--- src/rtl/rx_intf_dma_sched.sv ---
// rx_intf_dma_sched: queues finished-packet lengths from the RX FIFO and
// launches one DMA transfer per packet once enough words are buffered.
// Each transfer is watched for stalls (aborted after timeout_cfg idle
// cycles) and followed by a programmable idle gap.
module rx_intf_dma_sched #(
  parameter int MAX_BIT_NUM_DMA_SYMBOL = 14,
  parameter int LEN_Q_BITS             = 2,
  parameter int TIMEOUT_BITS           = 16,
  parameter int GAP_BITS               = 5
) (
  input  logic                              clk,
  input  logic                              rst,
  input  logic                              enable,
  input  logic                              pkt_end_valid,
  input  logic [MAX_BIT_NUM_DMA_SYMBOL-1:0] pkt_len_word,
  input  logic [MAX_BIT_NUM_DMA_SYMBOL-1:0] data_count,
  input  logic [TIMEOUT_BITS-1:0]           timeout_cfg,
  input  logic [GAP_BITS-1:0]               gap_cfg,
  input  logic                              m_axis_tvalid,
  input  logic                              m_axis_tready,
  input  logic                              m_axis_tlast,
  output logic                              start_1trans,
  output logic [MAX_BIT_NUM_DMA_SYMBOL-1:0] num_dma_symbol,
  output logic                              busy,
  output logic                              abort_pulse,
  output logic                              len_q_full,
  output logic [15:0]                       drop_count,
  output logic [15:0]                       timeout_count
);

  localparam int W     = MAX_BIT_NUM_DMA_SYMBOL;
  localparam int DEPTH = 1 << LEN_Q_BITS;
  localparam logic [LEN_Q_BITS:0] DEPTH_C = (LEN_Q_BITS+1)'(DEPTH);

  typedef enum logic [2:0] {S_IDLE, S_LOAD, S_START, S_XFER, S_GAP} state_e;

  state_e                  state_q, state_d;
  logic [W-1:0]            len_mem_q [DEPTH];
  logic [LEN_Q_BITS-1:0]   wr_ptr_q, wr_ptr_d, rd_ptr_q, rd_ptr_d;
  logic [LEN_Q_BITS:0]     cnt_q, cnt_d;
  logic [TIMEOUT_BITS-1:0] stall_q, stall_d;
  logic [GAP_BITS-1:0]     gap_q, gap_d;
  logic [W-1:0]            num_q, num_d;
  logic [15:0]             drop_q, drop_d, tout_q, tout_d;
  logic                    start_q, start_d, busy_q, busy_d;
  logic                    abort_q, abort_d, full_q, full_d;

  logic         push, pop, beat;
  logic [W-1:0] head_len;

  assign head_len = len_mem_q[rd_ptr_q];
  assign beat     = m_axis_tvalid & m_axis_tready;
  // Fullness comes from the registered count, so a same-cycle pop never frees a slot early.
  assign push     = pkt_end_valid && (cnt_q != DEPTH_C) && (pkt_len_word != '0);

  // Scheduler FSM: launch, stall watchdog, post-transfer gap, event counters.
  always_comb begin
    // NOTE: every signal written here gets a default first, so no path can infer a latch.
    state_d = state_q;
    num_d   = num_q;
    stall_d = stall_q;
    gap_d   = gap_q;
    tout_d  = tout_q;
    abort_d = 1'b0;
    pop     = 1'b0;
    case (state_q)
      S_IDLE: begin
        if (enable && (cnt_q != '0) && (data_count >= head_len)) state_d = S_LOAD;
      end
      S_LOAD: begin
        num_d   = head_len - W'(1);
        state_d = S_START;
      end
      S_START: begin
        stall_d = '0;
        state_d = S_XFER;
      end
      S_XFER: begin
        // A completing tlast beat takes priority over a coincident timeout.
        if (beat && m_axis_tlast) begin
          pop     = 1'b1;
          gap_d   = '0;
          state_d = S_GAP;
        end else if ((timeout_cfg != '0) && (stall_q == timeout_cfg)) begin
          pop     = 1'b1;
          abort_d = 1'b1;
          gap_d   = '0;
          state_d = S_GAP;
          if (tout_q != 16'hFFFF) tout_d = tout_q + 16'd1;
        end else if (beat) begin
          stall_d = '0;
        end else if (stall_q != '1) begin
          stall_d = stall_q + TIMEOUT_BITS'(1);
        end
      end
      S_GAP: begin
        // gap_cfg of 0 still spends one cycle here.
        if ((GAP_BITS+1)'(gap_q) + (GAP_BITS+1)'(1) >= (GAP_BITS+1)'(gap_cfg)) state_d = S_IDLE;
        else gap_d = gap_q + GAP_BITS'(1);
      end
      default: state_d = S_IDLE;
    endcase
  end

  // Length-queue pointers, occupancy, drop counter and registered output values.
  always_comb begin
    wr_ptr_d = push ? wr_ptr_q + LEN_Q_BITS'(1) : wr_ptr_q;
    rd_ptr_d = pop  ? rd_ptr_q + LEN_Q_BITS'(1) : rd_ptr_q;
    cnt_d    = cnt_q;
    if (push && !pop)      cnt_d = cnt_q + (LEN_Q_BITS+1)'(1);
    else if (!push && pop) cnt_d = cnt_q - (LEN_Q_BITS+1)'(1);
    drop_d   = drop_q;
    if (pkt_end_valid && !push && (drop_q != 16'hFFFF)) drop_d = drop_q + 16'd1;
    start_d  = (state_d == S_START);
    busy_d   = (state_d != S_IDLE);
    full_d   = (cnt_d == DEPTH_C);
  end

  // State and output registers with synchronous reset.
  always_ff @(posedge clk) begin
    // NOTE: sequential state uses non-blocking assignments so every flop samples pre-edge values.
    if (rst) begin
      state_q  <= S_IDLE;
      wr_ptr_q <= '0;
      rd_ptr_q <= '0;
      cnt_q    <= '0;
      stall_q  <= '0;
      gap_q    <= '0;
      num_q    <= '0;
      drop_q   <= '0;
      tout_q   <= '0;
      start_q  <= 1'b0;
      busy_q   <= 1'b0;
      abort_q  <= 1'b0;
      full_q   <= 1'b0;
    end else begin
      state_q  <= state_d;
      wr_ptr_q <= wr_ptr_d;
      rd_ptr_q <= rd_ptr_d;
      cnt_q    <= cnt_d;
      stall_q  <= stall_d;
      gap_q    <= gap_d;
      num_q    <= num_d;
      drop_q   <= drop_d;
      tout_q   <= tout_d;
      start_q  <= start_d;
      busy_q   <= busy_d;
      abort_q  <= abort_d;
      full_q   <= full_d;
    end
  end

  // Length storage; written on accepted push only.
  always_ff @(posedge clk) begin
    // NOTE: the storage array is not reset; entries are only read while the occupancy count marks them valid.
    if (push) len_mem_q[wr_ptr_q] <= pkt_len_word;
  end

  assign start_1trans   = start_q;
  assign num_dma_symbol = num_q;
  assign busy           = busy_q;
  assign abort_pulse    = abort_q;
  assign len_q_full     = full_q;
  assign drop_count     = drop_q;
  assign timeout_count  = tout_q;

endmodule

--- config.mk ---
export PLATFORM = sky130hd
export DESIGN_NAME = rx_intf_dma_sched
export DESIGN_NICKNAME = d
export VERILOG_FILES = /design/src/rtl/rx_intf_dma_sched.sv
export SDC_FILE = /design/constraint.sdc
export NUM_CORES = 1
export LEC_CHECK = 0
export CAP_MARGIN = 20
export CORE_ASPECT_RATIO = 1.4
export CORE_MARGIN = 2
export CORE_UTILIZATION = 58
export CTS_CLUSTER_DIAMETER = 60
export DETAILED_ROUTE_END_ITERATION = 10
export GPL_ROUTABILITY_DRIVEN = 0
export HOLD_SLACK_MARGIN = 0.1
export PLACE_DENSITY = 0.9
export SKIP_LAST_GASP = 1
export SYNTH_ARGS = -nofsm -noshare
export SYNTH_HDL_FRONTEND = slang
export SYNTH_SLANG_ARGS = --single-unit
--- constraint.sdc ---
create_clock -name clk -period 4.3 [get_ports clk]
set_clock_uncertainty 0.05 [all_clocks]
set_input_delay 0.86 -clock clk [delete_from_list [all_inputs] [get_ports clk]]
set_output_delay 0.86 -clock clk [all_outputs]
set_load 0.005 [all_outputs]
==> results of run 1 <==
sequential cells by signal, indices dropped and copies added (netlist names), named ones only:
register,flops
drop_count,16
gap_q,5
busy,1
stall_q,16
wr_ptr_q,2
len_q_full,1
start_1trans,1
state_q,3
timeout_count,16
rd_ptr_q,2
abort_pulse,1
num_dma_symbol,14
len_mem_q,56
cnt_q,3
cell type report:
type | count | area [µm²]
Timing Repair Buffer | 108 | 1070
Clock inverter | 13 | 175
Tap cell | 144 | 180
Sequential cell | 139 | 3340
Inverter | 30 | 113
Fill cell | 702 | 2830
Multi-Input combinational cell | 454 | 3260
Clock buffer | 18 | 429
layout by cell type, fill, tap and decap left out, types with 13 or more instances in the layout:
cell type        netlist  routed
clkdlybuf4s50_1        0     104
dfxtp_1               83      83
nor2_1                77      77
edfxtp_1              56      56
nand2_1               37      37
xnor2_1               35      35
ha_1                  31      31
inv_1                 30      30
xor2_1                30      30
nand3_1               30      30
a21oi_1               26      26
nand4_1               21      21
o21ai_0               20      20
clkbuf_16              0      17
and3_1                15      15
nor4_1                13      13
a211oi_1              13      13
routing by layer:
metal	vias up	part of all wire, %
met5	-	0
met4	0	4.1
li1	2569	-
met3	63	5.0
met2	223	52
met1	2623	38
worst min path at each step:
stage          startpoint       end  slack [ns]
2_1_floorplan    gap_q[1]  gap_q[1]        0.39
3_3_place_gp     gap_q[1]  gap_q[1]        0.41
3_5_place_dp     gap_q[1]  gap_q[1]        0.42
4_1_cts          gap_q[1]  gap_q[1]        0.43
5_1_grt          gap_q[1]  gap_q[1]        0.45
6_report         gap_q[1]  gap_q[1]        0.43
power by group through the flow:
stage                     registers [mW]  logic (mW)  clock network [mW]
final                               1.45       0.326                1.50
after global routing                1.45       0.355                1.56
after CTS                           1.45       0.324                1.51
after detailed placement            1.48       0.319                   0
after global placement              1.47       0.302                   0
after floorplan                     1.47       0.176                   0
tightest hold or removal path: cells and delay by family, from the launching register on:
| kind | cells | cell delay, ns |
|---|---|---|
| flops | 1 | 0.32 |
| compound gates | 1 | 0.05 |
| simple gates | 1 | 0.06 |
cell families after synthesis:
kind of cell               count (synthesis)
muxes                                     19
xor gates and xnor gates                  65
DFF                                      139
adders and majority gates                 32
AOI/OAI and AO/OA                         87
and+or+nand+nor                          251
buffers and inverters                     51
metrics by stage:
step	worst slack [ns]	total power, mW	cell area (µm²)	instances	util (%)
floorplan	1.62	1.65	6820	644	-
global placement	0.757	1.77	7960	875	69.9
detailed placement	0.632	1.80	7960	875	69.9
CTS	0.995	3.28	8570	906	75.2
global route	0.629	3.37	8570	906	75.2
finish	1.00	3.27	8570	906	75.2
==> run metrics, run 1 <==
max-cap violations=0; mux cell area share after synthesis=5.76%; critical path required time=4.59 ns; final count of negative-setup-slack endpoints=0; vias in the first global route=5,432; Synth async-reset ratio=0%; Nets=837; Synth area leader=edfxtp_1; Avg Synthesized Cell Area=10.6 µm²; Internal Power=2.54 mW; layer with the highest usage=met2; XOR/XNOR share of the synthesized area=8.35%; Comb pwr share=10.0%; P per Cell Area=382 nW/µm²; Sinks on Clock Net=139; Unique masters post-synth=58; Clk Latency, worst-skew pair=0.41 ns; post-cts sizing count=0; adder-cell area share of the yosys netlist=5.83%; worst min path class=reg2reg; status=finished, final reports clean; simple-gate portion of the synthesized area=19.6%; top-area cell type share of the netlist area=24.7%; grt met2 use=44.5%; worst-margin pin slew=0.754 ns; Initial DRC Count=352; GRT Overall Usage=25.5%; Worst path top cell family by delay=simple AND/OR/NAND/NOR gates; Post-Route WL=15,900 µm; first-pass GRT wire length=25,300 µm; top cells by area, synth=edfxtp_1, dfxtp_1, ha_1; clock root buffer=clkbuf_16; Avg WL per Cell=17.6 µm; first drt pass iteration count=7; M1 GR Usage=28.2%; Worst EP arrival=3.59 ns; Leak Pwr=3.05 nW; largest net degree at the start of global routing=74; Hold Fails Final Rpt=0; number of synthesized flops with an enable pin=56; Clock Path Buffers=2; Starting Density=59.8%; CTS Buf Count=17; syn nets=731; cell area after synthesis=6820 µm²; CTS Hold Bufs=0; worst path cell trace=clkdlybuf4s50_1 -> nor4_1 -> nand4_1 -> and3_1 -> and3_1 -> nand3b_1 -> or4_1 -> a21oi_1; sequential share of the synthesized area=49.0%; Commonest cells post-synth=dfxtp_1, nor2_1, edfxtp_1; Synth Register Bits=139; DR vias=5,478; Ys Warns=0; initial antenna violation count=0; RSZ-0062 raised after global routing=false; clock share of power=45.7%; worst r2r dst=busy; row count=46; P&R area growth vs syn=25.6%; Critical Path End=stall_q[7]; ant diodes=0; Crit path largest cell delay=0.60 ns; WHS=0.429 ns; DRC=0; Worst slew margin=49.7%; Cells after Synth=644; most frequent cell after synthesis=dfxtp_1; setup_tns=0 ns; met3 usage=5.20%; Max Clock Freq=303 MHz; Crit. End Element=flip-flop; setup repair bufs after CTS=0; chip width=95.6 µm; worst r2r path cells=9; Net Sw Power=0.734 mW; sw frac=22.4%; Die Y-Extent=132 µm; GRT overflow=0; Core Box Area=11,400 µm²; H-tree levels=4; Peak VDD IR=0.000359 V; Startpoint Class=input pin; Die Area=12,700 µm²; Port Buffers=105; Post-DRT Antenna Nets=0; Clock transition at path regs=0.06 ns; Slew Limit Fails=0; buffer and inverter count on the worst path=1; drt via density=6.05; CTS tree=done; Max stage delay cell, worst path=or4_1; HPWL after detailed placement=11,300 µm; final critical-path share of the clock period=76.7%; r2r setup slk=1.01 ns; min cycle time layout=3.30 ns; # IOs=106; Setup crit start=timeout_cfg[3]; path type of the worst setup path=in2reg; Main synth FF type=dfxtp_1; layout cells sized above 1=6.82%; CP Depth=8; compound-gate portion of the synthesized area=8.18%; largest family of logic cells by synthesized area=simple AND/OR/NAND/NOR gates; most frequent cell on the critical path=and3_1; power share of the sequential group=44.3%; Max FO, Critical Path=12; WHS Path Cells=2
(Power assumes the default switching activity.)
==> run 2: changes to the inputs <==
- CORE_UTILIZATION: 58 -> 49
- PLACE_DENSITY: 0.9 -> 0.82
- clock period: 4.3 -> 2.7 ns (I/O delays scaled with it)
==> run metrics, run 2 (synthesis results as in run 1) <==
max reg flops=56 (unchanged); initial antenna violation count=0 (unchanged); Clk Latency, worst-skew pair=0.41 ns (about the same); Slew Limit Fails=0 (unchanged); final critical-path share of the clock period=98.1%; DR vias=5,715 (was 5,478); status=finished, final reports clean (unchanged); GRT overflow=0 (unchanged); M1 GR Usage=23.4% (was 28.2%); met3 usage=4.67% (was 5.20%); worst path cell trace=buf_12 -> mux4_2 -> inv_1 -> ha_1 -> o21ai_0 -> a211oi_2 -> o41ai_2 -> o211ai_1 -> a21boi_1 -> a31oi_1 (was clkdlybuf4s50_1 -> nor4_1 -> nand4_1 -> and3_1 -> and3_1 -> nand3b_1 -> or4_1 -> a21oi_1); worst r2r dst=busy (unchanged); GRT Overall Usage=23.0% (was 25.5%); chip width=104 µm (was 95.6 µm); Clock Path Buffers=2 (unchanged); Initial DRC Count=296 (was 352); Min-Delay Endpoint=gap_q[1] (unchanged); worst r2r path cells=10 (was 9); critical path required time=2.94 ns (was 4.59 ns); worst-margin pin slew=0.563 ns (was 0.754 ns); commonest cells after routing, fill and taps aside=clkdlybuf4s50_1, dfxtp_1, nor2_1 (unchanged); CTS Buf Count=17 (unchanged); WHS Path Cells=2 (unchanged); Finished Layout Cells=1,019 (was 906); Avg WL per Cell=16.9 µm (was 17.6 µm); path type of the worst setup path=reg2reg (was in2reg); Max FO, Critical Path=9 (was 12); ant diodes=0 (unchanged); vias in the first global route=5,834 (was 5,432); largest net degree at the start of global routing=30 (was 74); Crit path largest cell delay=0.53 ns (was 0.60 ns); Starting Density=49.5% (was 59.8%); Peak VDD IR=0.000381 V (was 0.000359 V); Core Box Area=13,800 µm² (was 11,400 µm²); Startpoint Class=flip-flop (was input pin); Post-DRT Antenna Nets=0 (unchanged); Max stage delay cell, worst path=mux4_2 (was or4_1); Port Buffers=105 (unchanged); drt via density=5.61 (was 6.05); Crit. End Element=flip-flop (unchanged); HPWL after detailed placement=12,200 µm (was 11,300 µm); min-delay src=gap_q[1] (unchanged); Filler cells=1,022 (was 702); Die Y-Extent=144 µm (was 132 µm); Sinks on Clock Net=139 (unchanged); CTS Hold Bufs=0 (unchanged); total power=5.11 mW (was 3.27 mW); final count of negative-setup-slack endpoints=0 (unchanged); max-cap violations=0 (unchanged); setup_tns=0 ns (unchanged); Hold Fails Final Rpt=0 (unchanged); row count=51 (was 46); CTS tree=done (unchanged); H-tree levels=4 (unchanged); # IOs=106 (unchanged); grt met2 use=43.7% (was 44.5%); Nets=908 (was 837); Worst slew margin=62.5% (was 49.7%); min cycle time layout=2.65 ns; layer with the highest usage=met2 (unchanged); layout cells sized above 1=16.9% (was 6.82%); total placed cells including tap cells=984 (was 875); P&R area growth vs syn=34.8% (was 25.6%); Worst EP arrival=2.89 ns (was 3.59 ns); most common cell after layout, fill and taps aside=clkdlybuf4s50_1 (unchanged); first-pass GRT wire length=27,200 µm (was 25,300 µm); r2r setup slk=0.05 ns (was 1.01 ns); WHS=0.427 ns (was 0.429 ns); Clock transition at path regs=0.06 ns (about the same); DRC=0 (unchanged); first drt pass iteration count=5 (was 7); Max Clock Freq=378 MHz; Die Area=14,900 µm² (was 12,700 µm²); P per Cell Area=556 nW/µm² (was 382 nW/µm²); Leak Pwr=3.37 nW (was 3.05 nW); Largest Register=len_mem_q (unchanged); clock root buffer=clkbuf_16 (unchanged); Post-Route WL=17,300 µm (was 15,900 µm); worst min path class=reg2reg (unchanged)
## run 2: cell types whose count changed in the layout (fill, tap and decap cells not counted), sizes merged
cell / delta
buf: +70
clkinvlp: +2
clkinv: -4
clkbuf: -1
inv: +8
nand3b: +1
bufinv: -4
## run 2: worst max-delay path by stage
stage                          startpoint                 to  slack (ns)  cells after the start
after floorplan                 flip-flop               busy        0.10                     11
after global placement    timeout_cfg[12]  timeout_count[15]       -0.26                      8
after detailed placement  timeout_cfg[12]  timeout_count[15]       -0.37                      8
after CTS                       flip-flop               busy       0.001                     10
after global routing       timeout_cfg[6]        stall_q[14]       -0.02                      8
final                           flip-flop               busy        0.05                     10
## run 2: what timing repair did
action	4_1_cts	5_1_grt
pin swaps	2	7
gates resized for setup	6	14
endpoints found under the setup margin	2	13
cloned	0	1
buffers inserted	0	2
## run 2: power by group
| group | switching (mW) | internal (mW) |
|---|---|---|
| Combinational | 0.306 | 0.327 |
| Sequential | 0.0422 | 2.27 |
| Clock | 0.962 | 1.21 |
| Total | 1.31 | 3.80 |
## run 2: layout make-up
type / count / area (µm²) / share of cell area, %
sequential: 139 / 3340 / 36.4
multi-input combinational: 455 / 3270 / 35.6
timing repair buffer: 178 / 1680 / 18.2
clock buffer: 17 / 425 / 4.63
tap: 185 / 231 / 2.52
clock inverter: 15 / 129 / 1.40
inverter: 30 / 113 / 1.22
## run 2: routing by layer
layer,up-vias,share of wire (%)
met2,209,54
met4,0,4.2
met5,-,0
met3,50,4.9
met1,2744,37
li1,2712,-
## run 2: stage by stage
step | instance area (µm²) | utilization (%) | setup WS (ns)
after floorplan | 6820 | - | 0.100
after global placement | 8600 | 62.4 | -0.258
after detailed placement | 8600 | 62.4 | -0.367
after CTS | 9160 | 66.4 | 0.00114
after global routing | 9190 | 66.7 | -0.0212
final | 9190 | 66.7 | 0.0524
## run 2: worst max-delay path, delay by kind of cell, from the launching register on
kind            cells  cell delay [ns]
fa+ha+maj           1             0.23
buf+inv             2             0.26
mux                 1             0.53
flops               1             0.34
compound gates      6             1.11
==> run 3: changes to the inputs <==
- SETUP_SLACK_MARGIN: unset -> 0.3
==> run metrics, run 3 (synthesis results as in run 1) <==
status=finished with violations (was finished, final reports clean); failing checks=setup timing; CTS Buf Count=17 (unchanged); GRT Overall Usage=25.4% (was 23.0%); Worst slew margin=57.7% (was 62.5%); power share of the sequential group=42.1% (was 45.2%); Startpoint Class=flip-flop (unchanged); ant diodes=0 (unchanged); Die Area=14,900 µm² (unchanged); Clock Path Buffers=2 (unchanged); P&R area growth vs syn=43.9% (was 34.8%); WL met1=7390 µm (was 6390 µm); layout cells sized above 1=25.5% (was 16.9%); Hold Fails Final Rpt=0 (unchanged); Post-DRT Antenna Nets=0 (unchanged); HPWL after detailed placement=12,300 µm (was 12,200 µm); first-pass GRT wire length=29,900 µm (was 27,200 µm); initial antenna violation count=0 (unchanged); min cycle time layout=2.71 ns (was 2.65 ns); Port Buffers=105 (unchanged); WHS Path Cells=2 (unchanged); critical path required time=2.95 ns (was 2.94 ns); clock root buffer=clkbuf_16 (unchanged); Core Box Area=13,800 µm² (unchanged); drt via density=5.87 (was 5.61); H-tree levels=4 (unchanged); max reg flops=56 (unchanged); P per Cell Area=561 nW/µm² (was 556 nW/µm²); worst-margin pin slew=0.635 ns (was 0.563 ns); Avg WL per Cell=19.8 µm (was 16.9 µm); final count of negative-setup-slack endpoints=1 (was 0); Starting Density=49.5% (unchanged); total placed cells including tap cells=977 (was 984); Nets=927 (was 908); Max FO, Critical Path=6 (was 9); RSZ-0062 raised after global routing=true; Net Sw Power=1.34 mW (was 1.31 mW); CTS tree=done (unchanged); Worst EP arrival=2.96 ns (was 2.89 ns); r2r setup slk=-0.01 ns (was 0.05 ns); row count=51 (unchanged); Clock transition at path regs=0.06 ns (about the same); Min-Delay Endpoint=len_mem_q[2][13] (was gap_q[1]); Max Used Layer=met4 (unchanged); PnR worst setup slack=-0.0139 ns (was 0.0524 ns); most common cell after layout, fill and taps aside=buf_4 (was clkdlybuf4s50_1); min-delay src=pkt_len_word[13] (was gap_q[1]); commonest cells after routing, fill and taps aside=buf_4, clkdlybuf4s50_1, dfxtp_1 (was clkdlybuf4s50_1, dfxtp_1, nor2_1); Die Y-Extent=144 µm (unchanged); Slew Limit Fails=0 (unchanged); max-cap violations=0 (unchanged); Post-Route WL=20,500 µm (was 17,300 µm); clock share of power=44.6% (was 42.4%); Sinks on Clock Net=139 (unchanged); met2 WL=11,100 µm (was 9310 µm); Leak Pwr=3.74 nW (was 3.37 nW); largest net degree at the start of global routing=29 (was 30); # IOs=106 (unchanged); worst r2r path cells=10 (unchanged); Internal Power=4.17 mW (was 3.80 mW); fin util=71.2% (was 66.7%); DRC=0 (unchanged); Peak VDD IR=0.000444 V (was 0.000381 V); DR vias=6,078 (was 5,715); first drt pass iteration count=5 (unchanged); Largest Register=len_mem_q (unchanged); Comb pwr share=13.3% (was 12.4%); Initial DRC Count=375 (was 296); setup_tns=-0.0139 ns (was 0 ns); Clk Latency, worst-skew pair=0.42 ns (was 0.41 ns); Max Clock Freq=368 MHz (was 378 MHz); Crit. End Element=flip-flop (unchanged); Finished Layout Cells=1,036 (was 1,019); sw frac=24.3% (was 25.6%); worst r2r dst=busy (unchanged); CTS Hold Bufs=0 (unchanged); path type of the worst setup path=reg2reg (unchanged); worst min path class=in2reg (was reg2reg); GRT overflow=0 (unchanged); chip width=104 µm (unchanged); vias in the first global route=6,030 (was 5,834); met3 wire length=1180 µm (was 838 µm); final critical-path share of the clock period=101% (was 98.1%)
## run 3: cell count changes in the layout (fill, tap and decap cells not counted), moves of 7 or more
cell	delta
dlymetal6s2s_1	+14
clkdlybuf4s50_1	-24
nor4_1	-7
buf_4	+16
## run 3: timing repair
action                     4_1_cts  5_1_grt
resized for setup               43       83
setup endpoints to repair       56       66
setup buffers                   15       13
pin swaps                       29       41
cloned                           1        0
## run 3: worst max-delay path, cell delays in order, from the launching register on
cell and delay (ns):
dfxtp_4 0.40, buf_12 0.14, mux4_2 0.52, inv_1 0.10, ha_1 0.23, o21ai_1 0.12
a21oi_2 0.10, o41ai_2 0.35, o211ai_1 0.24, a21boi_1 0.22, a31oi_1 0.11
## run 3: metrics by stage
stage / setup WS, ns / hold WS, ns / cell area [µm²] / power (mW)
after floorplan: 0.300 / 0.394 / 6820 / 2.63
after global routing: -0.116 / 0.425 / 9810 / 5.65
final: -0.0139 / 0.431 / 9810 / 5.50
after CTS: 0.0795 / 0.439 / 9420 / 5.42
after detailed placement: -0.369 / 0.424 / 8540 / 2.95
after global placement: -0.290 / 0.409 / 8540 / 2.91
## run 3: cell type report
type	count	area (µm²)
clock buffers	17	425
clock inverters	13	194
fillers	914	3970
inverters	30	113
multi-input cells	454	3630
flip-flops and latches	139	3360
well taps	185	231
repair buffers	198	1860
## run 3: power groups by stage
| stage | registers (mW) | logic [mW] | clock network [mW] |
|---|---|---|---|
| floorplan | 2.34 | 0.284 | 0 |
| CTS | 2.31 | 0.633 | 2.47 |
| detailed placement | 2.35 | 0.596 | 0 |
| global placement | 2.35 | 0.566 | 0 |
| global route | 2.32 | 0.771 | 2.56 |
| finish | 2.32 | 0.730 | 2.46 |
## run 3: worst max-delay path by stage
stage / from / to / slack [ns] / depth (start not counted)
2_1_floorplan: flip-flop / busy / 0.30 / 11
6_report: flip-flop / busy / -0.01 / 10
3_5_place_dp: timeout_cfg[11] / stall_q[8] / -0.37 / 8
3_3_place_gp: timeout_cfg[3] / stall_q[7] / -0.29 / 8
5_1_grt: flip-flop / busy / -0.12 / 10
4_1_cts: flip-flop / busy / 0.08 / 10
## run 3: layer usage
layer | track usage [%] | vias to the layer above
li1 | - | 2747
met1 | 26.4 | 2963
met2 | 48.7 | 307
met3 | 5.49 | 61
met4 | 11.9 | 0
met5 | 0 | -
